[config.mk]
export PLATFORM = sky130hd
export DESIGN_NAME = gray_updown_counter
export DESIGN_NICKNAME = d
export VERILOG_FILES = /design/src/rtl/gray_pkg.sv /design/src/rtl/gray_decode.sv /design/src/rtl/gray_updown_counter.sv
export SDC_FILE = /design/constraint.sdc
export NUM_CORES = 1
export LEC_CHECK = 0
export CAP_MARGIN = 40
export CORE_AREA = 3 3 40 42
export DETAILED_ROUTE_END_ITERATION = 10
export DIE_AREA = 0 0 43 45
export GPL_TIMING_DRIVEN = 0
export PLACE_DENSITY = 0.76
export SLEW_MARGIN = 10
export SYNTH_ARGS = -nofsm -noshare
export SYNTH_HDL_FRONTEND = slang
export SYNTH_SLANG_ARGS = --single-unit
[constraint.sdc]
create_clock -name clk -period 4.4 [get_ports clk]
set_clock_uncertainty 0.05 [all_clocks]
set_input_delay 0.88 -clock clk [delete_from_list [all_inputs] [get_ports clk]]
set_output_delay 0.88 -clock clk [all_outputs]
set_load 0.02 [all_outputs]
[src/rtl/gray_pkg.sv]
// Shared types and Gray-code helpers for the Gray up/down counter.
// Helpers work on a fixed 32-bit container; zero-extended narrower values convert correctly.
package gray_pkg;

    localparam int GRAY_MAX_W = 32;

    typedef enum logic [1:0] {
        OP_HOLD = 2'd0,
        OP_LOAD = 2'd1,
        OP_UP   = 2'd2,
        OP_DOWN = 2'd3
    } op_e;

    function automatic logic [GRAY_MAX_W-1:0] bin_to_gray(input logic [GRAY_MAX_W-1:0] b);
        return b ^ (b >> 1);
    endfunction

    // Leading zeros of a zero-extended code leave the prefix XOR unchanged.
    function automatic logic [GRAY_MAX_W-1:0] gray_to_bin(input logic [GRAY_MAX_W-1:0] g);
        logic [GRAY_MAX_W-1:0] b;
        b = g;
        for (int i = GRAY_MAX_W - 2; i >= 0; i--) begin
            b[i] = b[i+1] ^ g[i];
        end
        return b;
    endfunction

    function automatic logic multi_bit_change(input logic [GRAY_MAX_W-1:0] d);
        return (d & (d - 32'd1)) != 32'd0;
    endfunction

endpackage

[src/rtl/gray_decode.sv]
// Combinational Gray-to-binary decoder, WIDTH bits.
module gray_decode
    import gray_pkg::*;
#(
    parameter int WIDTH = 4
) (
    input  logic [WIDTH-1:0] gray,
    output logic [WIDTH-1:0] bin
);

    logic [GRAY_MAX_W-1:0] bin_wide_s;
    logic                  unused_s;

    // Decode through the shared helper and keep the low WIDTH bits.
    always_comb begin
        bin_wide_s = gray_to_bin(GRAY_MAX_W'(gray));
        bin        = bin_wide_s[WIDTH-1:0];
        unused_s   = ^bin_wide_s;
    end

endmodule

[src/rtl/gray_updown_counter.sv]
// Up/down counter holding its state in Gray code, with load and wrap/saturate modes.
// Optional Gray-integrity checker enabled by defining GRAY_CHECK_EN.
module gray_updown_counter
    import gray_pkg::*;
#(
    parameter int WIDTH = 4,
    parameter bit WRAP  = 1'b1
) (
    input  logic             clk,
    input  logic             rst_n,
    input  logic             en,
    input  logic             up,
    input  logic             load,
    input  logic [WIDTH-1:0] load_val,
    output logic [WIDTH-1:0] gray_q,
    output logic [WIDTH-1:0] bin_q,
    output logic             wrap,
    output logic             err
);

    localparam logic [WIDTH-1:0] MAX  = {WIDTH{1'b1}};
    localparam logic [WIDTH-1:0] ZERO = {WIDTH{1'b0}};
    localparam logic [WIDTH-1:0] ONE  = {{(WIDTH-1){1'b0}}, 1'b1};

    logic [WIDTH-1:0]      gray_r;
    logic [WIDTH-1:0]      bin_r;
    logic                  wrap_r;
    logic [WIDTH-1:0]      cur_bin_s;
    logic [WIDTH-1:0]      next_bin_s;
    logic [WIDTH-1:0]      next_gray_s;
    logic                  wrap_next_s;
    logic [GRAY_MAX_W-1:0] gray_wide_s;
    logic                  unused_s;
    op_e                   op_s;

    // Arithmetic always starts from the decoded Gray state, the single source of truth.
    gray_decode #(.WIDTH(WIDTH)) u_decode (
        .gray (gray_r),
        .bin  (cur_bin_s)
    );

    // Resolve the per-edge operation: load beats count enable beats hold.
    always_comb begin
        op_s = OP_HOLD;
        if (load) begin
            op_s = OP_LOAD;
        end else if (en) begin
            op_s = up ? OP_UP : OP_DOWN;
        end else begin
            op_s = OP_HOLD;
        end
    end

    // Next binary value and wrap/limit flag for the selected operation.
    always_comb begin
        next_bin_s  = cur_bin_s;
        wrap_next_s = 1'b0;
        case (op_s)
            OP_LOAD: begin
                next_bin_s = load_val;
            end
            OP_UP: begin
                if (cur_bin_s == MAX) begin
                    wrap_next_s = 1'b1;
                    next_bin_s  = WRAP ? ZERO : MAX;
                end else begin
                    next_bin_s = cur_bin_s + ONE;
                end
            end
            OP_DOWN: begin
                if (cur_bin_s == ZERO) begin
                    wrap_next_s = 1'b1;
                    next_bin_s  = WRAP ? MAX : ZERO;
                end else begin
                    next_bin_s = cur_bin_s - ONE;
                end
            end
            default: begin
                next_bin_s = cur_bin_s;
            end
        endcase
    end

    // Gray encoding of the next value, derived from the same binary so both views agree.
    always_comb begin
        gray_wide_s = bin_to_gray(GRAY_MAX_W'(next_bin_s));
        next_gray_s = gray_wide_s[WIDTH-1:0];
        unused_s    = ^gray_wide_s;
    end

    // Counter state and wrap pulse registers.
    always_ff @(posedge clk or negedge rst_n) begin
        if (!rst_n) begin
            gray_r <= ZERO;
            bin_r  <= ZERO;
            wrap_r <= 1'b0;
        end else begin
            gray_r <= next_gray_s;
            bin_r  <= next_bin_s;
            wrap_r <= wrap_next_s;
        end
    end

    assign gray_q = gray_r;
    assign bin_q  = bin_r;
    assign wrap   = wrap_r;

`ifdef GRAY_CHECK_EN
    logic [WIDTH-1:0]      prev_gray_r;
    logic                  armed_r;
    logic                  err_r;
    logic [GRAY_MAX_W-1:0] diff_s;

    // armed_r is set only when the held gray_r came from a non-load edge after reset.
    always_comb begin
        diff_s = GRAY_MAX_W'(gray_r ^ prev_gray_r);
    end

    // Sticky integrity flag: more than one bit moved between consecutive registered values.
    always_ff @(posedge clk or negedge rst_n) begin
        if (!rst_n) begin
            prev_gray_r <= ZERO;
            armed_r     <= 1'b0;
            err_r       <= 1'b0;
        end else begin
            prev_gray_r <= gray_r;
            armed_r     <= ~load;
            if (armed_r && multi_bit_change(diff_s)) begin
                err_r <= 1'b1;
            end else begin
                err_r <= err_r;
            end
        end
    end

    assign err = err_r;
`else
    assign err = 1'b0;
`endif

endmodule

==> results.md, run 1 <==
* Avg Inst Size Synth at about 9.9 um^2
* Post-Layout Inst Area at around 760 um^2
* Die width at 43 um
* Peak Freq at 372.3 MHz
* Core area at about 1300 um^2
* Post-Syn Area at between 500 and 600 um^2
* Maximum vdd ir drop at around 0.42 mV
* CP Launch Type: register
* Leakage Power at ~0.00034 uW
* Routed vias/inst at approximately 4.8
* Pins Over Slew Limit at 0
* Syn_nets at 70
* Aggregate routed wire length at roughly 1100 um
* Critical R2R Launch: bin_q[3]
* TritonCTS clock tree: yes
* Initial antenna violation count at 0
* HP Start: bin_q[3]
* # rows at 13
* Setup tns final at 0 ns
* Port-buffer cells at 17
* Worst hold path class: register to register
* Status: complete, no violations
* Top cells by area, synth: dfrtp_1 (36%), ha_1 (11%), xor2_1 (6.3%)
* Most frequent cells in the layout: clkdlybuf4s50_1 (17), dfrtp_1 (8), inv_1 (5), ha_1 (5)
* Die ar. at 1935 um^2
* Largest net degree at the start of global routing at 10
* CTS Buf Count at 3
* Final GP Congestion at ~0.8
* Yosys top cell area share at a little over a third
* RSZ-0062 raised after global routing: false
* Critical path class: register to register
* Layout area overhead at 38.32%
* Met1 usage at between 10% and 20%
* Crit-path max FO at 7
* Max-cap viol count at 0
* Final hold violations at 0
* Req. time, crit path at between 4 and 5 ns
* Final cell count without fillers at 91
* Register area share after synthesis at a little over a third
* Final setup viols at 0
* Max Buffers Root-to-Sink at 2
* DRT iter0 DRCs at 8
* Share of cells above drive strength 1 at a little over an eighth
* I/O pins at 19
* Met2 GRT Util at between 20% and 30%
* Clock transition at path regs at 0.05 ns
* Initial Util at roughly 43%
* Grt met3 use at under 10%
* TritonRoute pass-1 iters at 4
* Number of global-route vias before repair at around 470
* Number of diodes at 0
* #FFs+latches synth at 8
* Placed Cells at approximately 90
* Post-CTS Setup Bufs at 0
* Critical Path Start: bin_q[3]
* CP Data Arrival Time at roughly 2.8 ns
* Drt wl/cell at 12.44 um
* Placed Area at about 740 um^2
* Routed vias at 438
* GRT Util Overall at around 14%
* Die H at about 45 um
* Power Dens Cells at about 750 nW/um^2
* Post-synthesis cell count at 56
* Worst-Skew Late Latency at 0.26 ns
* H-tree depth at 1
* Final HPWL DP at around 900 um
* Commonest non-fill, non-tap cell in the layout: clkdlybuf4s50_1
* Routed Antenna Nets at 0
* Synth area leader: dfrtp_1
* Distinct cell type count of the synthesized netlist at 24
* CTS Hold Buffers Added at 0
* CP Capture Type: register
* DRC violations left at 0
* CTS resizes at 0
* GR peak layer: met2
* Global-route wire length before repair at roughly 2000 um
* # nets final at between 90 and 100
* CTS root buf: clkbuf_4
* Tcrit/Tclk final at approximately 61%
* Yosys warning count at 0
* Clock sink total at 8
* Fin crit period at 2.686 ns
* Grt ovf at 0
## kinds of logic after synthesis
| logic type | share of synthesized area [%] |
|---|---|
| AOI/OAI and AO/OA | 17.01 |
| xor gates and xnor gates | 11.11 |
| adders and majority gates | 11.34 |
| buffers and inverters | 6.122 |
| DFF | 36.28 |
| other | 0.6796 |
| and+or+nand+nor | 17.46 |
## flip-flops by register name (all words and copies together) (netlist names)
register	flops
gray_q	3
bin_q	4
wrap	1
## layout make-up
class,instances,area [um^2]
Fill cell,125,521.8
Buffer,2,15.01
Clock buffer,3,22.52
Sequential cell,8,200.2
Inverter,5,18.77
Timing Repair Buffer,17,170.2
Tap cell,15,18.77
Multi-Input combinational cell,41,317.8
## layer usage
layer  vias to the layer above  part of all wire [%]
met4                         0                  0.97
met2                        14                    48
met1                       195                    46
met3                         2                   4.9
li1                        227                     -
met5                         -                     0
## worst max-delay path, stage by stage, from the launching register on
cell     delay [ns]
dfrtp_1        0.48
inv_1          0.07
ha_1           0.35
ha_1           0.36
inv_1          0.05
ha_1           0.35
nor3b_2        0.22
xnor2_1        0.15
o32ai_2        0.09
o22a_2         0.24
xor2_1         0.16
## report_power, final
part / total [uW] / internal, uW / switching (uW)
clock: 55.6 / 31.2 / 24.4
sequential: 128 / 105 / 22.5
combinational: 388 / 193 / 195
## final timing paths
| check | to | cells after the start | slack (ns) |
|---|---|---|---|
| max | gray_q[2] | 10 | 1.71 |
| max reg2reg | gray_q[2] | 10 | 1.71 |
| min | bin_q[3] | 1 | 0.67 |
| min in group asynchronous | bin_q[1] | 1 | 0.84 |
| min reg2reg | bin_q[3] | 1 | 0.67 |
| max in group asynchronous | gray_q[2] | 1 | 3.20 |
## synth_stat cells (all sizes together)
| cell | count |
|---|---|
| dfrtp | 8 |
| nand2 | 4 |
| conb | 1 |
| a311oi | 1 |
| xor2 | 4 |
| and2b | 1 |
| inv | 5 |
| xnor2 | 3 |
| nand2b | 2 |
| a21oi | 3 |
| buf | 2 |
| nor3b | 1 |
| o22a | 2 |
| a21o | 1 |
| nand3 | 2 |
| nand3b | 1 |
| o21ai | 2 |
| nor2b | 4 |
| o32ai | 2 |
| a21boi | 1 |
| or2 | 1 |
| ha | 5 |
## stage by stage
stage	setup slack (ns)	total power (uW)	hold WS, ns	utilization (%)
after floorplan	1.784	398.4	0.5344	-
after global placement	1.762	509.6	0.6309	57.64
after detailed placement	1.695	517.4	0.6578	57.64
after CTS	1.685	580.0	0.6689	59.40
after global routing	1.448	634.8	0.7343	59.40
final	1.714	571.0	0.6667	59.40
Power figures use the tool's default switching activity.
==> run 2, diff against run 1 <==
Settings changed: CORE_AREA 3 3 40 42 to not set, CORE_MARGIN set to 3, CORE_UTILIZATION set to 38, DIE_AREA 0 0 43 45 to not set, PLACE_DENSITY 0.76 to 0.74.
Clock period 4.4 ns to 2.2 ns, I/O delays scaled along.
==> run 2 against run 1 <==
  * The run now ends with setup timing left
  * Fmax increased by 20%
  * Global-route usage decreased by 0.13 points
  * Register-to-register slack got worse by 1.7 ns
  * Core utilization increased by 5.8 points
  * Final area increased by 14%
  * Die area increased by 0.53%
  * Critical path type unchanged
==> results.md, run 2 (synthesized netlist as in run 1, its figures left out) <==
* CTS root buf: clkbuf_4
* Hold WS at 0.3981 ns (-0.2686 ns)
* Most frequent cells in the layout: clkdlybuf4s50_1 (17), buf_4 (8), dfrtp_1 (6)
* Final setup viols at 1 (+1)
* Routed vias/inst at 4.796 (-0.36%)
* Fin crit period at 2.233 ns (-0.4529 ns)
* Largest net degree at the start of global routing at 10 (unchanged)
* Max-cap viol count at 0 (unchanged)
* Reg2reg path depth at 10 (unchanged)
* CP Capture Type: register
* CTS Buf Count at 3 (unchanged)
* CP Launch Type: register
* CP Data Arrival Time at 2.33 ns (-0.44 ns)
* TritonRoute pass-1 iters at 4 (unchanged)
* Crit-path max FO at 4 (-3)
* Leakage Power at 0.0003759 uW (+10%)
* Reg2Reg Setup Slack at -0.03 ns (-1.75 ns)
* Peak Freq at 447.8 MHz (+20%)
* Final HPWL DP at 905.4 um (-2.2%)
* Number of diodes at 0 (unchanged)
* Routed Antenna Nets at 0 (unchanged)
* Clock sink total at 8 (unchanged)
* Port-buffer cells at 17 (unchanged)
* TritonCTS clock tree: yes
* Die width at 44.11 um (+2.6%)
* Routed vias at 470 (+7.3%)
* Post-Layout Inst Area at 869.6 um^2 (+14%)
* Maximum vdd ir drop at 0.6996 mV (+66%)
* Core area at 1334 um^2 (+3.8%)
* DRC violations left at 0 (unchanged)
* Critical path class: register to register
* Die H at 44.11 um (-2.0%)
* Initial antenna violation count at 0 (unchanged)
* RSZ-0062 raised after global routing: true
* Failing checks: setup timing
* Initial Util at 41.37% (-1.6 points)
* RR Endpoint: gray_q[2]
* Util after Layout at 65.20% (+5.8 points)
* I/O pins at 19 (unchanged)
* # rows at 13 (unchanged)
* Status: finished with violations
* Worst-Skew Late Latency at 0.26 ns (about the same)
* Req. time, crit path at 2.30 ns (-2.19 ns)
* Max reg flops at 4 (unchanged)
* # nets final at 98 (+6.5%)
* Drt wl/cell at 11.59 um (-6.8%)
* Placed Area at 780.7 um^2 (+5.4%)
* Worst hold path class: primary input to async pin
* Share of cells above drive strength 1 at 31.33% (+18 points)
* Grt ovf at 0 (unchanged)
* Power Dens Cells at 1704 nW/um^2 (+130%)
* CTS Hold Buffers Added at 0 (unchanged)
* H-tree depth at 1 (unchanged)
* Critical R2R Launch: gray_q[2]
* Pins Over Slew Limit at 0 (unchanged)
* GRT Util Overall at 14.21% (-0.13 points)
* Final GP Congestion at 0.7458 (-6.5%)
* Commonest non-fill, non-tap cell in the layout: clkdlybuf4s50_1
* Number of global-route vias before repair at 455 (-2.4%)
* Tcrit/Tclk final at 101.5% (+40 points)
* Final hold violations at 0 (unchanged)
* Aggregate routed wire length at 1136 um (+0.35%)
* Global-route wire length before repair at 1945 um (-4.1%)
* Max Buffers Root-to-Sink at 2 (unchanged)
* Layout area overhead at 57.60%
* Die ar. at 1945 um^2 (+0.53%)
* DRT iter0 DRCs at 13 (+5)
* Clock transition at path regs at 0.06 ns (about the same)
* Setup ws final at -0.03329 ns (-1.747 ns)
* Dpl ws at -0.1632 ns (-1.858 ns)
run 2: changes by cell type in the layout (fill, tap and decap cells not counted), moves of 2 or more:
cell     previous run  this run
buf_4               2         8
inv_2               0         3
dfrtp_1             8         6
ha_4                0         3
inv_1               5         2
ha_1                5         2
dfrtp_2             0         2
run 2: final cells by class:
cell class,instances,area (um^2)
Buffer,2,15.01
Clock buffer,4,26.28
Fill cell,122,464.2
Inverter,5,18.77
Multi-Input combinational cell,41,372.9
Sequential cell,8,202.7
Tap cell,15,18.77
Timing Repair Buffer,23,215.2
run 2: worst max-delay path, cell delays in order (launching register included):
cell and delay [ns]:
dfrtp_2 0.41, inv_2 0.07, ha_4 0.20, ha_4 0.26, inv_2 0.04, ha_4 0.27, and2b_1 0.18, xnor2_1 0.16
o32ai_2 0.10, o22a_2 0.24, xor2_1 0.14
run 2: worst max-delay path by stage:
stage / startpoint / to / slack, ns
floorplan: bin_q[3] / gray_q[2] / -0.13
global placement: bin_q[3] / gray_q[2] / -0.16
detailed placement: bin_q[3] / gray_q[2] / -0.16
CTS: gray_q[2] / gray_q[2] / -0.08
global route: gray_q[2] / gray_q[2] / -0.12
finish: gray_q[2] / gray_q[2] / -0.03
run 2: layer usage:
layer / share of wire, % / GRT usage, % / routed length (um) / vias up
li1: - / - / - / 246
met1: 42 / 15.33 / 472 / 203
met2: 49 / 23.55 / 559 / 17
met3: 6.6 / 4.878 / 75 / 4
met4: 2.6 / 9.036 / 29 / 0
met5: 0 / 0 / 0 / -
run 2: power by group:
group | switching, uW | total [uW] | internal, uW
clock | 51.9 | 121 | 69.5
combinational | 489 | 1110 | 617
sequential | 42.2 | 254 | 212
total | 583 | 1480 | 899
run 2: per-stage QoR:
stage               setup TNS [ns]  std cells  total power [uW]
floorplan                  -0.1330         56             899.7
global placement           -0.2976         88              1140
detailed placement         -0.3772         88              1158
CTS                       -0.08010         97              1408
global route               -0.2250         98              1610
finish                    -0.03329         98              1482
run 2: what timing repair did:
item / CTS / global route
gates resized for setup: 2 / 2
buffers inserted: 5 / 1
endpoints found under the setup margin: 5 / 4
endpoints found under the hold margin: 0 / 0
pin swaps: 7 / 5
==> variant 1 (config.mk and constraints of run 1) <==
`WIDTH` is set to 4 in 2 places; all go to 3.
--- a/src/rtl/gray_decode.sv
+++ b/src/rtl/gray_decode.sv
@@ -4,3 +4,3 @@
 #(
-    parameter int WIDTH = 4
+    parameter int WIDTH = 3
 ) (
--- a/src/rtl/gray_updown_counter.sv
+++ b/src/rtl/gray_updown_counter.sv
@@ -5,3 +5,3 @@
 #(
-    parameter int WIDTH = 4,
+    parameter int WIDTH = 3,
     parameter bit WRAP  = 1'b1
Interface: changed (resized bin_q, gray_q and load_val); port bits go from 19 to 16. The function was not compared with the original's and may differ.
==> variant 1 against run 1 <==
Largest cell class unchanged. Wire length decreased by 29%. Via count is 23% lower. Sequential cell count down 2. Power fell by 36%. Worst setup slack improved by 0.33 ns. Highest routed layer is now met3. Synthesized cell count shrank 25%. Clock power shrank 10%. Sequential share of layout area down 0.70 points. Register-to-register slack better by 0.81 ns. Synthesized area down 26%. First-iteration DRC count down 38%. Cell area is 23% lower.
==> variant 1: results (changes against run 1) <==
metric	value	unit	change
status	completed		
synth_compound_area_frac	0.185		+0.0145
hold_start	gray_q[0]$_DFF_PN0_		
inverters_excl_clock	4		-1
hp-class	reg -> reg		
use_met2	0.126		-0.0958
grt_max_degree	8		-2
grtUsageMet1	0.121		-0.0640
buffer_area_frac	0.264		+0.0212
grt_pass1_vias	285		-39%
dr_wl_met2	357	um	-34%
portBuffers	14		-3
fin_cells	74		-19%
arrival	1.43	ns	-1.34 ns
critPathMaxFanout	6		-1
crit_type	reg -> out		
grt_pass1_wl	1240	um	-39%
yosysSeqAreaShare	0.369		+0.00642
met3WireLength	61	um	+11%
dpl.hpwl	644	um	-30%
synthXorXnorAreaFrac	0.105		-0.00650
pre_cts_slack	1.98	ns	+0.280 ns
peakVddDrop	242	uV	-43%
slowest_stage	clkdlybuf4s50_1		
clk_share	0.0383		+0.00879
p_leak	0.252	nW	-26%
wl_per_cell	10.9	um	-12%
p_seq	0.0926	mW	-28%
drt_iter0_drc	5		-3
largest_reg_flops	3		-1
buffers	16		-3
slowest_delay	0.58	ns	+0.10 ns
drt_first_pass_iters	4		unchanged
worstRegToRegCells	7		-3
track_usage	0.0889		-0.0545
multi_input_area_share	0.385		-0.0313
met1Wirelength	390	um	-25%
pwr-share-seq	0.252		+0.029
sh_seq_area	0.255		-0.00698
postLayoutCellArea	588	sq um	-23%
synth_common_cells	6 x dfrtp_1, 4 x inv_1, 3 x nor2_1		
synthAdderAreaFrac	0.0615		-0.0518
reg2reg_from	bin_q[2]$_DFF_PN0_		
multi_input_gates	30		-27%
dp_cells	71		-19%
avgSynthCellArea	9.68	sq um	-1.7%
synth_cell_types	26		+8.3%
viasPerCell	4.57		-5.1%
seq_cells	6		-2
postPlaceCellArea	566	sq um	-24%
drive_gt1_frac	0.153		+0.0210
p_sw_frac	0.405		-0.0194
top_layer	met3		
fill_cells	132		+5.6%
clkLatencyLatePin	0.24	ns	-0.02 ns
==> variant 1: changes by cell type in the layout (fill, tap and decap cells not counted), sizes merged, moves of 3 or more <==
cell / before / now
clkdlybuf4s50: 17 / 14
ha: 5 / 2
nand2: 4 / 1
nor2: 0 / 3
==> variant 1: cells by family (layout without fill, tap and decap cells) <==
family                     Yosys count  count (layout)
xor gates and xnor gates             4               4
and+or+nand+nor                     12              12
DFF                                  6               6
adders and majority gates            2               2
AOI/OAI and AO/OA                   10              10
buffers and inverters                6              23
muxes                                1               1
other                                1               1
==> variant 1: worst paths after layout <==
| kind | end | slack, ns |
|---|---|---|
| worst max-delay path | gray_q[2] | 2.04 |
| worst min-delay path | bin_q[2]$_DFF_PN0_ | 0.69 |
| worst max register to register | gray_q[1]$_DFF_PN0_ | 2.52 |
| worst min register to register | bin_q[2]$_DFF_PN0_ | 0.69 |
| max in group asynchronous | bin_q[1]$_DFF_PN0_ | 3.25 |
| min in group asynchronous | wrap$_DFF_PN0_ | 0.83 |
==> variant 2 (flow settings as in run 1) <==
Made on the original files. Put one more register stage on the output `gray_q`, cleared by the reset. The value now appears one clock later. The other outputs are not delayed to match.
--- a/src/rtl/gray_updown_counter.sv
+++ b/src/rtl/gray_updown_counter.sv
@@ -103,3 +103,9 @@
 
-    assign gray_q = gray_r;
+    always_ff @(posedge clk or negedge rst_n) begin
+        if (!rst_n) begin
+            gray_q <= '0;
+        end else begin
+            gray_q <= gray_r;
+        end
+    end
     assign bin_q  = bin_r;
Formal check against the unedited RTL: not equivalent (Yosys sat finds a counterexample within 4 cycles, from zero or initial values and one cycle with rst_n low).
==> variant 2 against run 1 <==
Sequential cell count rose by 4. Power increased by 13%. Non-clock buffer count did not move. Clock power rose by 63%. Sequential power is 48% higher. Wire length increased by 19%. Synthesized cell count up 13%. Synthesized area increased by 23%. Cell area grew 16%. Worst setup slack gained 0.011 ns. Core utilization increased by 9.3 points. Largest cell class unchanged.
==> variant 2: results (changes against run 1) <==
metric	value	unit	change
status	completed		
syn_inst	63		+13%
arrival	2.79	ns	+0.02 ns
antenna_cells	0		unchanged
detail-route-antenna-nets	0		unchanged
drive_gt1_frac	0.122		-0.00963
intPower	0.391	mW	+19%
clk_pin_slew	0.08	ns	+0.03 ns
yosysSeqAreaShare	0.443		+0.0800
ys_ff_latch	12		+4
yosys_most_used_dff	dfrtp_1		
portBuffers	15		-2
grt_max_degree	13		+3
fill_cells	114		-8.8%
synth_compound_area_frac	0.125		-0.0446
yosys_warnings	0		unchanged
synth_cell_types	28		+17%
synthTopCellsByArea	dfrtp_1 44%, ha_1 9.2%, inv_1 5.0%, xnor2_1 3.9%, nor4b_4 3.5%		
antenna_found_initial	0		unchanged
clkLatencyLatePin	0.28	ns	+0.02 ns
drt_iter0_drc	13		+5
gp_congestion	0.767		-3.8%
dp_cells	93		+5.7%
p_leak	0.412	nW	+21%
synth_nets	77		+10%
critPathTopFamily	adder cells		
critPathMaxFanout	6		-1
grt_pass1_wl	2140	um	+5.5%
h-tree-depth	1		unchanged
vias	516		+18%
dpl.hpwl	1040	um	+12%
synthArstFlopShare	1.00		unchanged
hp-class	reg -> reg		
synthMuxAreaShare	0.0295		+0.0295
synthAdderAreaFrac	0.0923		-0.0211
clk_path_buf_depth	2		unchanged
wl_per_cell	13.9	um	+11%
synth_common_cells	12 x dfrtp_1, 9 x inv_1, 5 x ha_1		
tightest_slew	0.528	ns	
fin_cells	97		+6.6%
synthXorXnorAreaFrac	0.0646		-0.0465
cts.repair.resized	0		unchanged
cts-root-buf	clkbuf_4		
track_usage	0.156		+0.0126
cts_inserted_buffers	3		unchanged
grt_pass1_vias	482		+3.4%
peakVddDrop	368	uV	-13%
slowest_delay	0.44	ns	-0.04 ns
drt_first_pass_iters	4		unchanged
cts_setup_buffers	0		unchanged
slowest_stage	dfrtp_1		
[variant 2: cell families (layout without fill, tap and decap cells)]
| kind of cell | Yosys count | in the layout |
|---|---|---|
| compound gates | 11 | 11 |
| fa+ha+maj | 5 | 5 |
| simple gates | 14 | 14 |
| buf+inv | 13 | 32 |
| other cells | 1 | 1 |
| flops | 12 | 12 |
| xor+xnor | 5 | 5 |
| mux | 2 | 2 |
[variant 2: metrics by stage]
| step | setup slack, ns | area (sq um) | power, mW |
|---|---|---|---|
| final | 1.72 | 883 | 0.647 |
| after global routing | 1.59 | 883 | 0.685 |
| after CTS | 1.73 | 883 | 0.647 |
| after detailed placement | 1.73 | 847 | 0.559 |
| after global placement | 1.81 | 847 | 0.543 |
| after floorplan | 1.99 | 678 | 0.434 |
[variant 2: per-layer routing]
| layer | share of wire | GRT usage | vias up |
|---|---|---|---|
| met5 | 0 | 0 | - |
| met4 | 0.030 | 0.0723 | 0 |
| met3 | 0.065 | 0.0478 | 4 |
| met2 | 0.50 | 0.275 | 21 |
| met1 | 0.41 | 0.173 | 241 |
| li1 | - | - | 250 |
[variant 2: final cells by class]
| class | count | area, sq um | area share |
|---|---|---|---|
| inverter | 9 | 33.8 | 0.0382 |
| tap | 15 | 18.8 | 0.0212 |
| buffer | 4 | 31.3 | 0.0354 |
| clock buffer | 4 | 36.3 | 0.0411 |
| multi-input combinational | 38 | 313 | 0.354 |
| sequential | 12 | 300 | 0.340 |
| timing repair buffer | 15 | 150 | 0.170 |
[variant 2: power groups by stage]
| stage | combinational (mW) | sequential [mW] | clock, mW |
|---|---|---|---|
| CTS | 0.368 | 0.189 | 0.0899 |
| finish | 0.368 | 0.189 | 0.0906 |
| floorplan | 0.211 | 0.223 | 0 |
| global placement | 0.357 | 0.186 | 0 |
| detailed placement | 0.367 | 0.192 | 0 |
| global route | 0.396 | 0.193 | 0.0959 |
[variant 2: path summary, 6_finish.rpt]
kind,startpoint,endpoint,slack [ns],cells after the start
max in group asynchronous,rst_n,bin_q[0]$_DFF_PN0_,3.06,1
min in group asynchronous,rst_n,gray_q[3]$_DFF_PN0_,0.89,1
setup reg to reg,bin_q[3]$_DFF_PN0_,gray_r[2]$_DFF_PN0_,1.72,9
hold / removal,gray_r[2]$_DFF_PN0_,gray_q[2]$_DFF_PN0_,0.34,0
hold reg to reg,gray_r[2]$_DFF_PN0_,gray_q[2]$_DFF_PN0_,0.34,0
setup / recovery,bin_q[3]$_DFF_PN0_,gray_r[2]$_DFF_PN0_,1.72,9
